`config.mk`:
```
export PLATFORM = sky130hd
export DESIGN_NAME = fetch_buffer_flat
export DESIGN_NICKNAME = d
export VERILOG_FILES = /design/src/rtl/fetch_buffer_if.sv /design/src/rtl/fetch_buffer.sv /design/src/flat_wrapper.sv
export SDC_FILE = /design/constraint.sdc
export NUM_CORES = 1
export LEC_CHECK = 0
export BUFFER_PORTS_ARGS = -buffer_cell sky130_fd_sc_hd__buf_4
export CORE_MARGIN = 3
export CORE_UTILIZATION = 64
export DETAILED_ROUTE_END_ITERATION = 8
export GPL_ROUTABILITY_DRIVEN = 0
export GPL_TIMING_DRIVEN = 0
export PLACE_DENSITY = 0.89
export REMOVE_ABC_BUFFERS = 1
export SYNTH_ARGS = -nofsm -noshare
export SYNTH_HDL_FRONTEND = slang
export SYNTH_SLANG_ARGS = --single-unit
```
`constraint.sdc`:
```
create_clock -name clock -period 8.2 [get_ports clock]
set_clock_uncertainty 0.05 [all_clocks]
set_input_delay 0.41 -clock clock [delete_from_list [all_inputs] [get_ports clock]]
set_output_delay 0.41 -clock clock [all_outputs]
set_load 0.01 [all_outputs]
```
`src/rtl/fetch_buffer_if.sv`:
```
// Fetch-stage and instruction-memory signals of the prefetch buffer.
// The buffer takes the slave view; whoever drives fetch requests and
// answers memory requests takes the master view.
interface fetch_buffer_if;
    logic        fetch_valid;
    logic        fetch_fence;
    logic        fetch_spec;
    logic [31:0] fetch_addr;
    logic [31:0] fetch_rdata;
    logic        fetch_ready;
    logic        fetch_error;
    logic        imem_valid;
    logic [31:0] imem_addr;
    logic        imem_ready;
    logic [31:0] imem_rdata;
    logic        imem_error;

    modport slave (
        input  fetch_valid, fetch_fence, fetch_spec, fetch_addr,
        output fetch_rdata, fetch_ready, fetch_error,
        output imem_valid, imem_addr,
        input  imem_ready, imem_rdata, imem_error
    );

    modport master (
        output fetch_valid, fetch_fence, fetch_spec, fetch_addr,
        input  fetch_rdata, fetch_ready, fetch_error,
        input  imem_valid, imem_addr,
        output imem_ready, imem_rdata, imem_error
    );
endinterface

```
`src/rtl/fetch_buffer.sv`:
```
// Instruction prefetch buffer: fetches aligned words ahead of the PC into a
// circular halfword queue and hands out 16-bit or 32-bit instructions,
// including 32-bit ones that straddle a word boundary.
module fetch_buffer #(
    parameter int          DEPTH      = 8,
    parameter logic [31:0] START_ADDR = 32'h0
) (
    input logic           clock,
    input logic           reset,
    fetch_buffer_if.slave bus
);
    localparam int AW = $clog2(DEPTH);
    localparam logic [AW:0]   DEPTH_C = (AW+1)'(DEPTH);
    localparam logic [AW:0]   CNT_ONE = (AW+1)'(1);
    localparam logic [AW:0]   CNT_TWO = (AW+1)'(2);
    localparam logic [AW-1:0] PTR_ONE = AW'(1);

    typedef enum logic [1:0] {S_IDLE, S_WAIT, S_DROP} state_t;

    logic [15:0]      r_q [DEPTH];
    logic [DEPTH-1:0] r_e;
    logic [AW-1:0]    r_rptr, r_wptr;
    logic [AW:0]      r_count;
    logic [31:0]      r_head_addr, r_pf_addr;
    logic             r_skip_lo, r_err_stop;
    state_t           r_state, w_state_next;

    logic             w_flush, w_write, w_issue, w_match, w_ready, w_error;
    logic             w_need2, w_avail, w_err, w_e0, w_e1;
    logic [15:0]      w_hw0, w_hw1;
    logic [AW-1:0]    w_rptr1, w_wptr1;
    logic [AW:0]      w_need, w_pop_n, w_wr_n;
    logic [DEPTH-1:0] w_wr_lo, w_wr_hi;

    assign w_flush = bus.fetch_spec | bus.fetch_fence;
    // A response only lands if it belongs to the current stream.
    assign w_write = (r_state == S_WAIT) & bus.imem_ready & ~w_flush;

    // Read side: head halfword decides whether one or two are needed.
    assign w_rptr1 = r_rptr + PTR_ONE;
    assign w_wptr1 = r_wptr + PTR_ONE;
    assign w_hw0   = r_q[r_rptr];
    assign w_hw1   = r_q[w_rptr1];
    assign w_e0    = r_e[r_rptr];
    assign w_e1    = r_e[w_rptr1];
    assign w_need2 = (w_hw0[1:0] == 2'b11);
    assign w_need  = w_need2 ? CNT_TWO : CNT_ONE;
    assign w_avail = (r_count >= w_need);
    assign w_err   = w_e0 | (w_need2 & w_e1);
    assign w_match = bus.fetch_valid & ~w_flush & (bus.fetch_addr == r_head_addr);
    assign w_ready = w_match & w_avail & ~w_err;
    // A faulting head halfword is reported even before its length is known.
    assign w_error = w_match & ((w_avail & w_err) | ((r_count != '0) & w_e0));

    assign bus.fetch_ready = w_ready;
    assign bus.fetch_error = w_error;
    assign bus.fetch_rdata = !w_ready ? 32'h0 :
                             w_need2  ? {w_hw1, w_hw0} : {16'h0, w_hw0};

    assign w_pop_n = w_ready ? w_need : '0;
    assign w_wr_n  = w_write ? (r_skip_lo ? CNT_ONE : CNT_TWO) : '0;

    // Request only when a whole word fits; reset held low suppresses it.
    assign w_issue = reset & ~w_flush & ~r_err_stop & ((DEPTH_C - r_count) >= CNT_TWO);

    // Per-entry write enables: low half goes to wptr, high half follows it
    // (or takes wptr itself when the low half is skipped after a redirect).
    genvar gi;
    generate
        for (gi = 0; gi < DEPTH; gi++) begin : g_wen
            assign w_wr_lo[gi] = w_write & ~r_skip_lo & (r_wptr == AW'(gi));
            assign w_wr_hi[gi] = w_write & (r_skip_lo ? (r_wptr == AW'(gi))
                                                      : (w_wptr1 == AW'(gi)));
        end
    endgenerate

    // Halfword storage; contents are don't-care until counted as valid.
    always_ff @(posedge clock) begin
        for (int i = 0; i < DEPTH; i++) begin
            if (w_wr_lo[i])      r_q[i] <= bus.imem_rdata[15:0];
            else if (w_wr_hi[i]) r_q[i] <= bus.imem_rdata[31:16];
        end
    end

    // Access-fault flag travelling with each stored halfword.
    always_ff @(posedge clock) begin
        if (!reset) begin
            r_e <= '0;
        end else begin
            for (int i = 0; i < DEPTH; i++) begin
                if (w_wr_lo[i] | w_wr_hi[i]) r_e[i] <= bus.imem_error;
            end
        end
    end

    // Queue pointers, occupancy and PC tracking; a flush overrides all else.
    always_ff @(posedge clock) begin
        if (!reset) begin
            r_rptr      <= '0;
            r_wptr      <= '0;
            r_count     <= '0;
            r_err_stop  <= 1'b0;
            r_head_addr <= START_ADDR;
            r_pf_addr   <= {START_ADDR[31:2], 2'b00};
            r_skip_lo   <= START_ADDR[1];
        end else if (w_flush) begin
            r_rptr      <= '0;
            r_wptr      <= '0;
            r_count     <= '0;
            r_err_stop  <= 1'b0;
            r_head_addr <= bus.fetch_addr;
            r_pf_addr   <= {bus.fetch_addr[31:2], 2'b00};
            r_skip_lo   <= bus.fetch_addr[1];
        end else begin
            r_rptr      <= r_rptr + w_pop_n[AW-1:0];
            r_wptr      <= r_wptr + w_wr_n[AW-1:0];
            r_count     <= r_count + w_wr_n - w_pop_n;
            r_head_addr <= r_head_addr + {{(30-AW){1'b0}}, w_pop_n, 1'b0};
            if (w_write) begin
                r_skip_lo <= 1'b0;
                r_pf_addr <= r_pf_addr + 32'd4;
                if (bus.imem_error) r_err_stop <= 1'b1;
            end
        end
    end

    // Request FSM state register.
    always_ff @(posedge clock) begin
        if (!reset) r_state <= S_IDLE;
        else        r_state <= w_state_next;
    end

    // Request FSM: one outstanding request; a flush mid-request drains it.
    always_comb begin
        w_state_next   = r_state;
        bus.imem_valid = 1'b0;
        bus.imem_addr  = r_pf_addr;
        case (r_state)
            S_IDLE: begin
                if (w_issue) begin
                    bus.imem_valid = 1'b1;
                    w_state_next   = S_WAIT;
                end
            end
            S_WAIT: begin
                if (w_flush)              w_state_next = bus.imem_ready ? S_IDLE : S_DROP;
                else if (bus.imem_ready)  w_state_next = S_IDLE;
            end
            S_DROP: begin
                if (bus.imem_ready) w_state_next = S_IDLE;
            end
            default: w_state_next = S_IDLE;
        endcase
    end
endmodule

```
`src/flat_wrapper.sv`:
```
// flat-port wrapper written by rule: the top's interface ports become plain ports
module fetch_buffer_flat 
#(
    parameter int          DEPTH      = 8,
    parameter logic [31:0] START_ADDR = 32'h0
)
  (clock, reset, bus_fetch_valid, bus_fetch_fence, bus_fetch_spec, bus_fetch_addr, bus_fetch_rdata, bus_fetch_ready, bus_fetch_error, bus_imem_valid, bus_imem_addr, bus_imem_ready, bus_imem_rdata, bus_imem_error);
  fetch_buffer_if bus_i ();
  input logic clock;
  input logic reset;
  input wire logic [$bits(bus_i.fetch_valid)-1:0] bus_fetch_valid;
  input wire logic [$bits(bus_i.fetch_fence)-1:0] bus_fetch_fence;
  input wire logic [$bits(bus_i.fetch_spec)-1:0] bus_fetch_spec;
  input wire logic [$bits(bus_i.fetch_addr)-1:0] bus_fetch_addr;
  output wire logic [$bits(bus_i.fetch_rdata)-1:0] bus_fetch_rdata;
  output wire logic [$bits(bus_i.fetch_ready)-1:0] bus_fetch_ready;
  output wire logic [$bits(bus_i.fetch_error)-1:0] bus_fetch_error;
  output wire logic [$bits(bus_i.imem_valid)-1:0] bus_imem_valid;
  output wire logic [$bits(bus_i.imem_addr)-1:0] bus_imem_addr;
  input wire logic [$bits(bus_i.imem_ready)-1:0] bus_imem_ready;
  input wire logic [$bits(bus_i.imem_rdata)-1:0] bus_imem_rdata;
  input wire logic [$bits(bus_i.imem_error)-1:0] bus_imem_error;
  assign bus_i.fetch_valid = bus_fetch_valid;
  assign bus_i.fetch_fence = bus_fetch_fence;
  assign bus_i.fetch_spec = bus_fetch_spec;
  assign bus_i.fetch_addr = bus_fetch_addr;
  assign bus_fetch_rdata = bus_i.fetch_rdata;
  assign bus_fetch_ready = bus_i.fetch_ready;
  assign bus_fetch_error = bus_i.fetch_error;
  assign bus_imem_valid = bus_i.imem_valid;
  assign bus_imem_addr = bus_i.imem_addr;
  assign bus_i.imem_ready = bus_imem_ready;
  assign bus_i.imem_rdata = bus_imem_rdata;
  assign bus_i.imem_error = bus_imem_error;
  fetch_buffer #(.DEPTH(DEPTH), .START_ADDR(START_ADDR)) u_core (.clock(clock), .reset(reset), .bus(bus_i));
endmodule
```
---- Word level (Yosys, flattened, before mapping) ----
Memories as Yosys holds them, arrays and structs flattened. A register that Yosys moved wholly into a read port is not among the register bits.
Index checks and enable logic that the tools add are counted.
Widths: inputs -> output; s select.
storage, ports and cells
  output and inout bits ................... 67
  memories kept ........................... 1
  flip-flop bits (word level) ............. 86
  input bits .............................. 71
  RAM bits ................................ 128
cells by class
  add/sub/neg operators ................... 9
  bitwise gates (word level) .............. 54
  equality and inequality tests ........... 19
  reductions and logical operators ........ 13
  muxes and demuxes ....................... 97
  order comparisons ....................... 4
memories
  name        words  bits a word  read ports  clocked after Yosys merged registers in  wr ports  RTL line            text
  u_core.r_q  8      16           2           1                                        2         fetch_buffer.sv:20  logic [15:0] r_q [DEPTH];
operator list
  kind                   count
  $mux 16                14
  $mux 32                5
  $reduce_or 16->1       6
  $mux 1                 60
  $add 32x3->32 const B  1
  $add 32x5->32          1
  $eq 32x32->1           1
  $and 1x1->1            30
  $eq 3x3->1 const B     8
  $mux 3                 7
  $or 1x1->1             19
  $eq 3x2->1 const B     4
  $mux 2                 6
  $lt 3x4->1 const B     2
  $mux 4                 2
  $add 3x1->3 const B    2
  $add 3x3->3            2
  $bmux 1 s3             2
  $eq 3x1->1 const B     2
  $logic_not 3->1        2
  $pmux 2 s3             1
  $not 1->1              5
  $add 4x4->4            1
  $eq 2x2->1 const B     2
  other kinds (11)       11

---- Depth between registers and ports, before layout ----
Gate-level depths: netlist (run 1).
  depth in word-level cells ............... 12
  gate-level depth with buffers ........... 21

---- Worst setup path after synthesis (run 1) ----
Ideal clock, no wire load.
  kind .................................... register to register
  start point ............................. register u_core.r_rptr[0]
  end point ............................... register u_core.r_head_addr[12]
  slack ................................... 3.886 ns
  path buffers ............................ 3
  arrival time ............................ 4.190 ns
  stages on the path, launching flop included .. 21
  path through ............................ dfxtp_1 buf_2 mux4_2 nand3_1 nand2_1 inv_1 ha_1 nand2b_1 a21oi_1 o21ai_0 and2_1 nand3b_1 clkbuf_1 nor2_1 ha_1 inv_1 o31ai_4 nand2_2 buf_6 or4_1 a31oi_1
between the ends
  cells in the longest elaborated chain, start to end .. 10
  elaborated cells on any way between the ends .. 12
RTL lines
  element                       RTL line             text
  start, declared               fetch_buffer.sv:22   logic [AW-1:0] r_rptr, r_wptr;
  start signal, assigned        fetch_buffer.sv:115  r_rptr <= r_rptr + w_pop_n[AW-1:0];
  $add 3x1->3                   fetch_buffer.sv:40   assign w_rptr1 = r_rptr + PTR_ONE;
  $bmux 1 s3                    fetch_buffer.sv:45   assign w_e1 = r_e[w_rptr1];
  $mux 1 (not written as such)  fetch_buffer.sv:45
  $and 1x1->1                   fetch_buffer.sv:49   assign w_err = w_e0 | (w_need2 & w_e1);
  $or 1x1->1 *                  fetch_buffer.sv:49
  $not 1->1 *                   fetch_buffer.sv:51   assign w_ready = w_match & w_avail & ~w_err;
  $and 1x1->1 *                 fetch_buffer.sv:51
  $mux 4 *                      fetch_buffer.sv:60   assign w_pop_n = w_ready ? w_need : '0;
  $add 32x5->32 *               fetch_buffer.sv:118  r_head_addr <= r_head_addr + {{(30-AW){1'b0}}, w_pop_n, 1'b0};
  $mux 32 *                     fetch_buffer.sv:106  end else if (w_flush) begin
  end signal, assigned          fetch_buffer.sv:111  r_head_addr <= bus.fetch_addr;
  end signal, assigned          fetch_buffer.sv:118
  end, declared                 fetch_buffer.sv:24   logic [31:0] r_head_addr, r_pf_addr;
Mark *: on every way between the ends. The rest lies on a longest branch, timed or not. The select of a mux whose other input is x is not followed.
A chain may end at the register's enable or synchronous reset.

---- Final worst setup path (run 1) ----
  start point ............................. register u_core.r_rptr[1]
  end point ............................... register u_core.r_head_addr[28]
The elaborated chain is that of the path after synthesis.

==> summary.md, run 1 <==
| Metric | Value |
|---|---|
| Pin count of the biggest net entering global routing | 56 |
| Hold Crit Depth | 2 |
| CP arrival | 7.77 ns |
| Vias/cell | 6.96 |
| DRC | 0 |
| Clk sink count | 212 |
| Largest fanout on the critical path | 22 |
| Total wire length | 36,900 um |
| Non-Filler Instances | 1,437 |
| Final Hold Violating Endpoints | 0 |
| Via count | 9,997 |
| CTS HTree Levels | 1 |
| Die W | 145 um |
| Worst EP required | 8.58 ns |
| Vias in the first global route | 10,000 |
| Slowest stage delay, CP | 1.18 ns |
| Min Tclk post-route | 7.40 ns |
| CTS root buf | clkbuf_16 |
| Layout Nets | 1,255 |
| Result of the run | completed |
| Max-cap viol count | 0 |
| Cell variety after synth | 62 |
| CP max stage cell | dfxtp_1 |
| Die Y-Extent | 145 um |
| Setup TNS | 0 ns |
| Syn. warnings | 0 |
| Avg Inst Size Synth | 11.8 um2 |
| Antenna diode count | 0 |
| Hold buffer count at cts | 0 |
| Ratio of final minimum period to clock period | 0.902 |
| Post-CTS Setup Inserts | 0 |
| Syn Std Cell Area | 0.0123 mm2 |
| Total congestion overflow | 0 |
| Initial antenna violation count | 0 |
| Initial Util | 0.654 |
| Clock slew at reported path FFs | 0.06 ns |
| Ys flop type | edfxtp_1 |
| Flops & latches, synth | 212 |
| Placed insts | 1,396 |
| Worst Setup End Kind | register |
| CP Launch Type | register |
| Slew Viols, Final | 0 |
| Worst hold path type | primary input to register |
| DP Wirelength | 22,700 um |
| CP Cell Sequence | clkinv_1 -> nand3_1 -> nand2_1 -> inv_1 -> ha_1 -> nand2b_1 -> a21oi_1 -> o21ai_0 -> and2_1 -> nand3b_1 -> nor2_1 -> ha_1 -> inv_1 -> o31ai_4 -> nand3_1 -> or3_1 -> a31oi_1 |
| Antenna-violating nets left | 0 |
| Fill cell count | 1,026 |
| CTS tree | done |
| GR Util All Layers | 0.347 |
| Fin worst setup slack | 0.802 ns |
| Iter 0 DRT Violations | 1,507 |
| Total chip power | 0.00257 W |
| First-pass GRT wire length | 55,700 um |
| Num rows | 50 |
| Longest Clk Path Bufs | 3 |
| WP buf/inv | 3 |
| Static leakage | 5.23 nW |
| Critical path's top delay family | simple AND/OR/NAND/NOR gates |
| DR WL/cell | 25.7 um |
| WP depth | 17 |
| Layout area overhead | 18.9% |
| CTS buffer count | 23 |
| R2R cell count | 17 |
| I/O Pins | 138 |
| Post-synth EDFFs | 128 |
| Fraction of registers with async set/reset | 0 |
| Resized cells post-CTS | 0 |
| Port Buffers | 135 |
| DIE AREA | 0.0209 mm2 |
| Share of cells above drive strength 1 | 0.354 |
| Cell area power density | 175 mW/mm2 |
| Core box area | 0.0188 mm2 |
| Sequential cell area fraction in the yosys report | 0.449 |
| Peak supply drop | 0.169 mV |
| Slew HR | 0.0414 |
| Worst-margin pin slew | 1.43 ns |
| First-pass DRT Iterations | 8 |
| Fmax | 0.135 GHz |
| RSZ-0062 raised after global routing | false |
| Setup CP Type | register to register |
| Post-Synthesis Cells | 1,041 |
| Placement Setup Slack | 1.42 ns |
| Setup violation total in the final timing report | 0 |
| Worst skew pair latency | 0.52 ns |
-- cell usage in the layout (no fill, tap or decap), types with 5 or more instances in the layout --
cell type    n
nand4_1     15
edfxtp_1   128
nand3_1     27
a31oi_1     10
or4_1        5
and3_1      18
a21oi_1     84
clkbuf_16   24
and4_1       6
bufinv_16    7
nor2_1      24
and2_1       7
dfxtp_1     82
buf_8        9
mux2i_1      8
xor2_1      64
mux2_2     131
inv_1       21
nand2_1    106
buf_4      138
ha_1        19
nor4_1       9
nor3_1      10
a21boi_0     6
mux4_2      68
nor2b_1     12
xnor2_1     23
o21ai_0     38
-- synthesized netlist by cell type (all sizes together), types with 2 or more instances --
cell | count | area share
fa | 2 | 0.0033
buf | 15 | 0.0066
and4 | 6 | 0.0043
ha | 20 | 0.020
and3 | 18 | 0.0091
nand3 | 28 | 0.012
clkbuf | 44 | 0.013
a21boi | 6 | 0.0037
a31oi | 11 | 0.0056
mux2 | 131 | 0.12
or3 | 4 | 0.0020
nor2b | 12 | 0.0061
a21o | 3 | 0.0018
nor3 | 12 | 0.0049
or4 | 5 | 0.0030
inv | 21 | 0.0064
mux2i | 9 | 0.0083
o31ai | 6 | 0.0052
mux4 | 68 | 0.12
and2 | 7 | 0.0036
o21ai | 42 | 0.017
nand2 | 107 | 0.033
nand4 | 15 | 0.0076
or2 | 3 | 0.0015
a21oi | 85 | 0.035
nor2 | 26 | 0.0081
nor4 | 9 | 0.0046
xnor2 | 24 | 0.019
nand3b | 4 | 0.0024
xor2 | 65 | 0.046
a31o | 2 | 0.0014
dfxtp | 84 | 0.14
edfxtp | 128 | 0.31
nor3b | 3 | 0.0018
-- worst paths after layout --
check	from	endpoint	slack, ns
worst min register to register	u_core.r_head_addr[0]	u_core.r_head_addr[0]	0.42
worst max register to register	u_core.r_rptr[1]	u_core.r_head_addr[28]	0.80
worst max-delay path	u_core.r_rptr[1]	u_core.r_head_addr[28]	0.80
worst min-delay path	bus_imem_ready	u_core.r_state[1]	0.03
-- cell type report --
type,instances,area [um2],area share
clock buffer,25,604,0.0413
clock inverter,15,251,0.0172
inverter,22,82.6,0.00564
multi-input combinational,749,6530,0.446
sequential,212,5530,0.378
tap,260,325,0.0222
timing repair buffer,154,1320,0.0904
-- report_power, final --
part | total (W) | switching (W) | internal, W
combinational | 0.000194 | 0.0000996 | 0.0000940
sequential | 0.00118 | 0.0000304 | 0.00115
clock | 0.00119 | 0.000443 | 0.000750
-- flip-flops by register name, indices dropped and copies added, names as in the netlist --
register and cells:
u_core.bus.imem_addr 30, u_core.r_count 4, u_core.r_e 8, u_core.r_err_stop 1, u_core.r_head_addr 32, u_core.r_q 128
u_core.r_rptr 3, u_core.r_skip_lo 1, u_core.r_state 2, u_core.r_wptr 3
-- layer usage --
layer,global-route usage,share of wire,up-vias
li1,-,-,4184
met1,0.438,0.33,4701
met2,0.576,0.48,873
met3,0.0720,0.12,239
met4,0.169,0.062,0
met5,0,0,-
-- logic make-up (layout without fill, tap and decap cells) --
logic type,Yosys count,in the layout,synth area share
other,1,2,0.000305
muxes,208,208,0.252
DFF,212,212,0.449
adders and majority gates,22,22,0.0236
and+or+nand+nor,264,264,0.107
buffers and inverters,81,216,0.0267
AOI/OAI and AO/OA,164,164,0.0759
xor gates and xnor gates,89,89,0.0648
-- worst reg2reg max path: stages (launching register included) --
cell and delay [ns]:
dfxtp_1 1.18, clkinv_1 1.11, nand3_1 0.29, nand2_1 0.22, inv_1 0.17, ha_1 0.14, nand2b_1 0.11, a21oi_1 0.08
o21ai_0 0.40, and2_1 0.24, nand3b_1 0.86, nor2_1 0.61, ha_1 0.28, inv_1 0.10, o31ai_4 0.43, nand3_1 0.35
or3_1 0.46, a31oi_1 0.23
-- per-stage QoR --
stage                      util  cell area (um2)  hold WS, ns
after CTS                 0.777            14600       0.0277
after global routing      0.778            14600       0.0376
final                     0.778            14600       0.0301
after detailed placement  0.731            13800        0.418
after global placement    0.712            13400        0.407
after floorplan               -            12100        0.388
No activity file was read; power rests on OpenSTA's default activity.
==> run 2, diff against run 1 <==
Settings changed: CAP_MARGIN set to 20, CORE_UTILIZATION 64 to 60, PLACE_DENSITY 0.89 to 0.84.
Clock period 8.2 ns to 7.7 ns, I/O delays scaled along.
==> run 2 against run 1 <==
  * Die area rose by 6.4%
  * Critical path depth did not move
  * Largest cell class unchanged
  * Non-clock buffer count rose by 5
  * Critical path type unchanged
  * Sequential power is 7% higher
  * First-iteration DRC count fell by 29%
==> summary.md, run 2 (synthesis results as in run 1) <==
| Metric | Value |
|---|---|
| GR peak layer | met2 |
| Setup violation total in the final timing report | 0 |
| CP Cell Sequence | clkinv_1 -> nand3_1 -> nand2_1 -> inv_1 -> ha_1 -> nand2b_1 -> a21oi_1 -> o21ai_0 -> and2_1 -> nand3b_1 -> nor2_1 -> ha_1 -> inv_1 -> o31ai_4 -> nand2_2 -> or4_1 -> a31oi_1 |
| Num rows | 51 |
| Total wire length | 34,100 um |
| Hold Crit Depth | 3 |
| Clock power frac | 0.421 |
| Layout area overhead | 18.1% |
| DIE AREA | 0.0223 mm2 |
| Placement Setup Slack | 0.863 ns |
| CTS root buf | clkbuf_16 |
| Ratio of final minimum period to clock period | 0.863 |
| Total congestion overflow | 0 |
| Biggest register | u_core.r_q |
| Static leakage | 5.19 nW |
| GR Util All Layers | 0.299 |
| Min Tclk post-route | 6.64 ns |
| CTS HTree Levels | 1 |
| First-pass GRT wire length | 52,200 um |
| Longest Clk Path Bufs | 3 |
| GR Util met2 | 0.514 |
| Sw Ratio | 0.233 |
| Dpl cell area | 0.0138 mm2 |
| Core box area | 0.0198 mm2 |
| Worst EP required | 8.10 ns |
| Sequential share of power | 0.500 |
| Worst Setup End Kind | register |
| CTS buffer count | 23 |
| Fmax | 0.151 GHz |
| Commonest non-fill, non-tap cell in the layout | buf_4 |
| Min-Delay Endpoint | u_core.r_head_addr[0] |
| Slowest stage delay, CP | 1.17 ns |
| Port Buffers | 135 |
| Worst hold path type | primary input to register |
| Clock slew at reported path FFs | 0.06 ns |
| Max reg flops | 128 |
| Final instance area | 0.0145 mm2 |
| Logic gate share of total power | 0.079 |
| Slew Viols, Final | 0 |
| I/O Pins | 138 |
| Antenna diode count | 0 |
| M1 GR Usage | 0.388 |
| Max-cap viol count | 0 |
| First-pass DRT Iterations | 5 |
| CTS tree | done |
| Layout Nets | 1,260 |
| Initial Util | 0.623 |
| RSZ-0062 raised after global routing | false |
| Hold Path Origin | bus_fetch_addr[0] |
| Share of cells above drive strength 1 | 0.352 |
| DR WL/cell | 23.5 um |
| Setup CP Type | register to register |
| Initial antenna violation count | 0 |
| Reg2reg end | u_core.r_head_addr[16] |
| Die Y-Extent | 149 um |
| Met3 Use GR | 0.0520 |
| Vias/cell | 6.61 |
| Worst skew pair latency | 0.53 ns |
| Worst-margin pin slew | 1.27 ns |
| DP Wirelength | 22,800 um |
| Peak supply drop | 0.169 mV |
| Die W | 149 um |
| Final Hold Violating Endpoints | 0 |
| Antenna-violating nets left | 0 |
| Worst R2R Setup Slack | 1.06 ns |
| Slew HR | 0.153 |
| DRC | 0 |
| Resized cells post-CTS | 0 |
| CP arrival | 7.04 ns |
| CP Launch Type | register |
| CP max stage cell | dfxtp_1 |
| Commonest non-fill, non-tap cells in the layout | 139 x buf_4, 131 x mux2_2, 128 x edfxtp_1 |
| Fin worst setup slack | 1.06 ns |
| Iter 0 DRT Violations | 1,063 |
| Via count | 9,565 |
| R2R cell count | 17 |
| Largest fanout on the critical path | 22 |
| Cell area power density | 173 mW/mm2 |
| P_sw | 0.000587 W |
| Internal power | 0.00193 W |
| FF-to-FF Start | u_core.r_rptr[1] |
| Result of the run | completed |
| Vias in the first global route | 9,348 |
| Clk sink count | 212 |
| Pin count of the biggest net entering global routing | 51 |
[run 2: cell types whose count changed in the layout (fill, tap and decap cells not counted), moves of 2 or more]
cell	before	now
bufinv_16	7	1
clkbuf_1	1	5
buf_12	1	4
buf_16	4	2
buf_6	2	4
clkbuf_8	0	2
clkinvlp_4	2	0
[run 2: timing repair]
action                                 CTS  global route
hold buffers                             1             0
endpoints found under the hold margin    1             0
buffers inserted                         0             0
[run 2: cell type report]
| type | instances | area, um2 |
|---|---|---|
| Sequential cell | 212 | 5530 |
| Clock buffer | 30 | 622 |
| Tap cell | 265 | 332 |
| Inverter | 22 | 82.6 |
| Timing Repair Buffer | 159 | 1370 |
| Clock inverter | 11 | 80.1 |
| Multi-Input combinational cell | 749 | 6530 |
| Fill cell | 1275 | 5240 |
[run 2: worst max path at each step]
stage                           from                     end  slack, ns
finish              u_core.r_rptr[1]  u_core.r_head_addr[16]       1.06
detailed placement  u_core.r_rptr[1]  u_core.r_head_addr[14]       0.86
global route        u_core.r_rptr[1]  u_core.r_head_addr[12]       1.02
global placement    u_core.r_rptr[0]  u_core.r_head_addr[16]      -1.46
CTS                 u_core.r_rptr[1]  u_core.r_head_addr[16]       0.76
floorplan           u_core.r_rptr[0]  u_core.r_head_addr[14]       0.69
[run 2: routing by layer]
layer  vias up  wire (um)
met5         -          0
met2       595      17100
met4         0       1030
met1      4672      12500
met3       106       3430
li1       4192          -
[run 2: worst max-delay path, delay by kind of cell, from the launching register on]
family / cells / cell delay, ns
buffers and inverters: 3 / 1.38
adders and majority gates: 2 / 0.38
and+or+nand+nor: 8 / 2.54
AOI/OAI and AO/OA: 4 / 1.05
DFF: 1 / 1.17
[run 2: power by group through the flow]
stage | Clock, W | Combinational (W) | Sequential (W)
finish | 0.00106 | 0.000199 | 0.00126
global route | 0.00111 | 0.000215 | 0.00126
CTS | 0.00106 | 0.000196 | 0.00126
detailed placement | 0 | 0.000192 | 0.00128
global placement | 0 | 0.000183 | 0.00128
floorplan | 0 | 0.0000933 | 0.00128
[run 2: through the flow]
step	total power (W)	instances	util	hold WS (ns)	setup TNS, ns
global placement	0.00146	1383	0.678	0.413	-67.02
floorplan	0.00137	983	-	0.388	0
detailed placement	0.00147	1405	0.698	0.417	0
global route	0.00258	1448	0.735	0.0886	0
finish	0.00251	1448	0.735	0.0860	0
CTS	0.00251	1447	0.734	0.0707	0
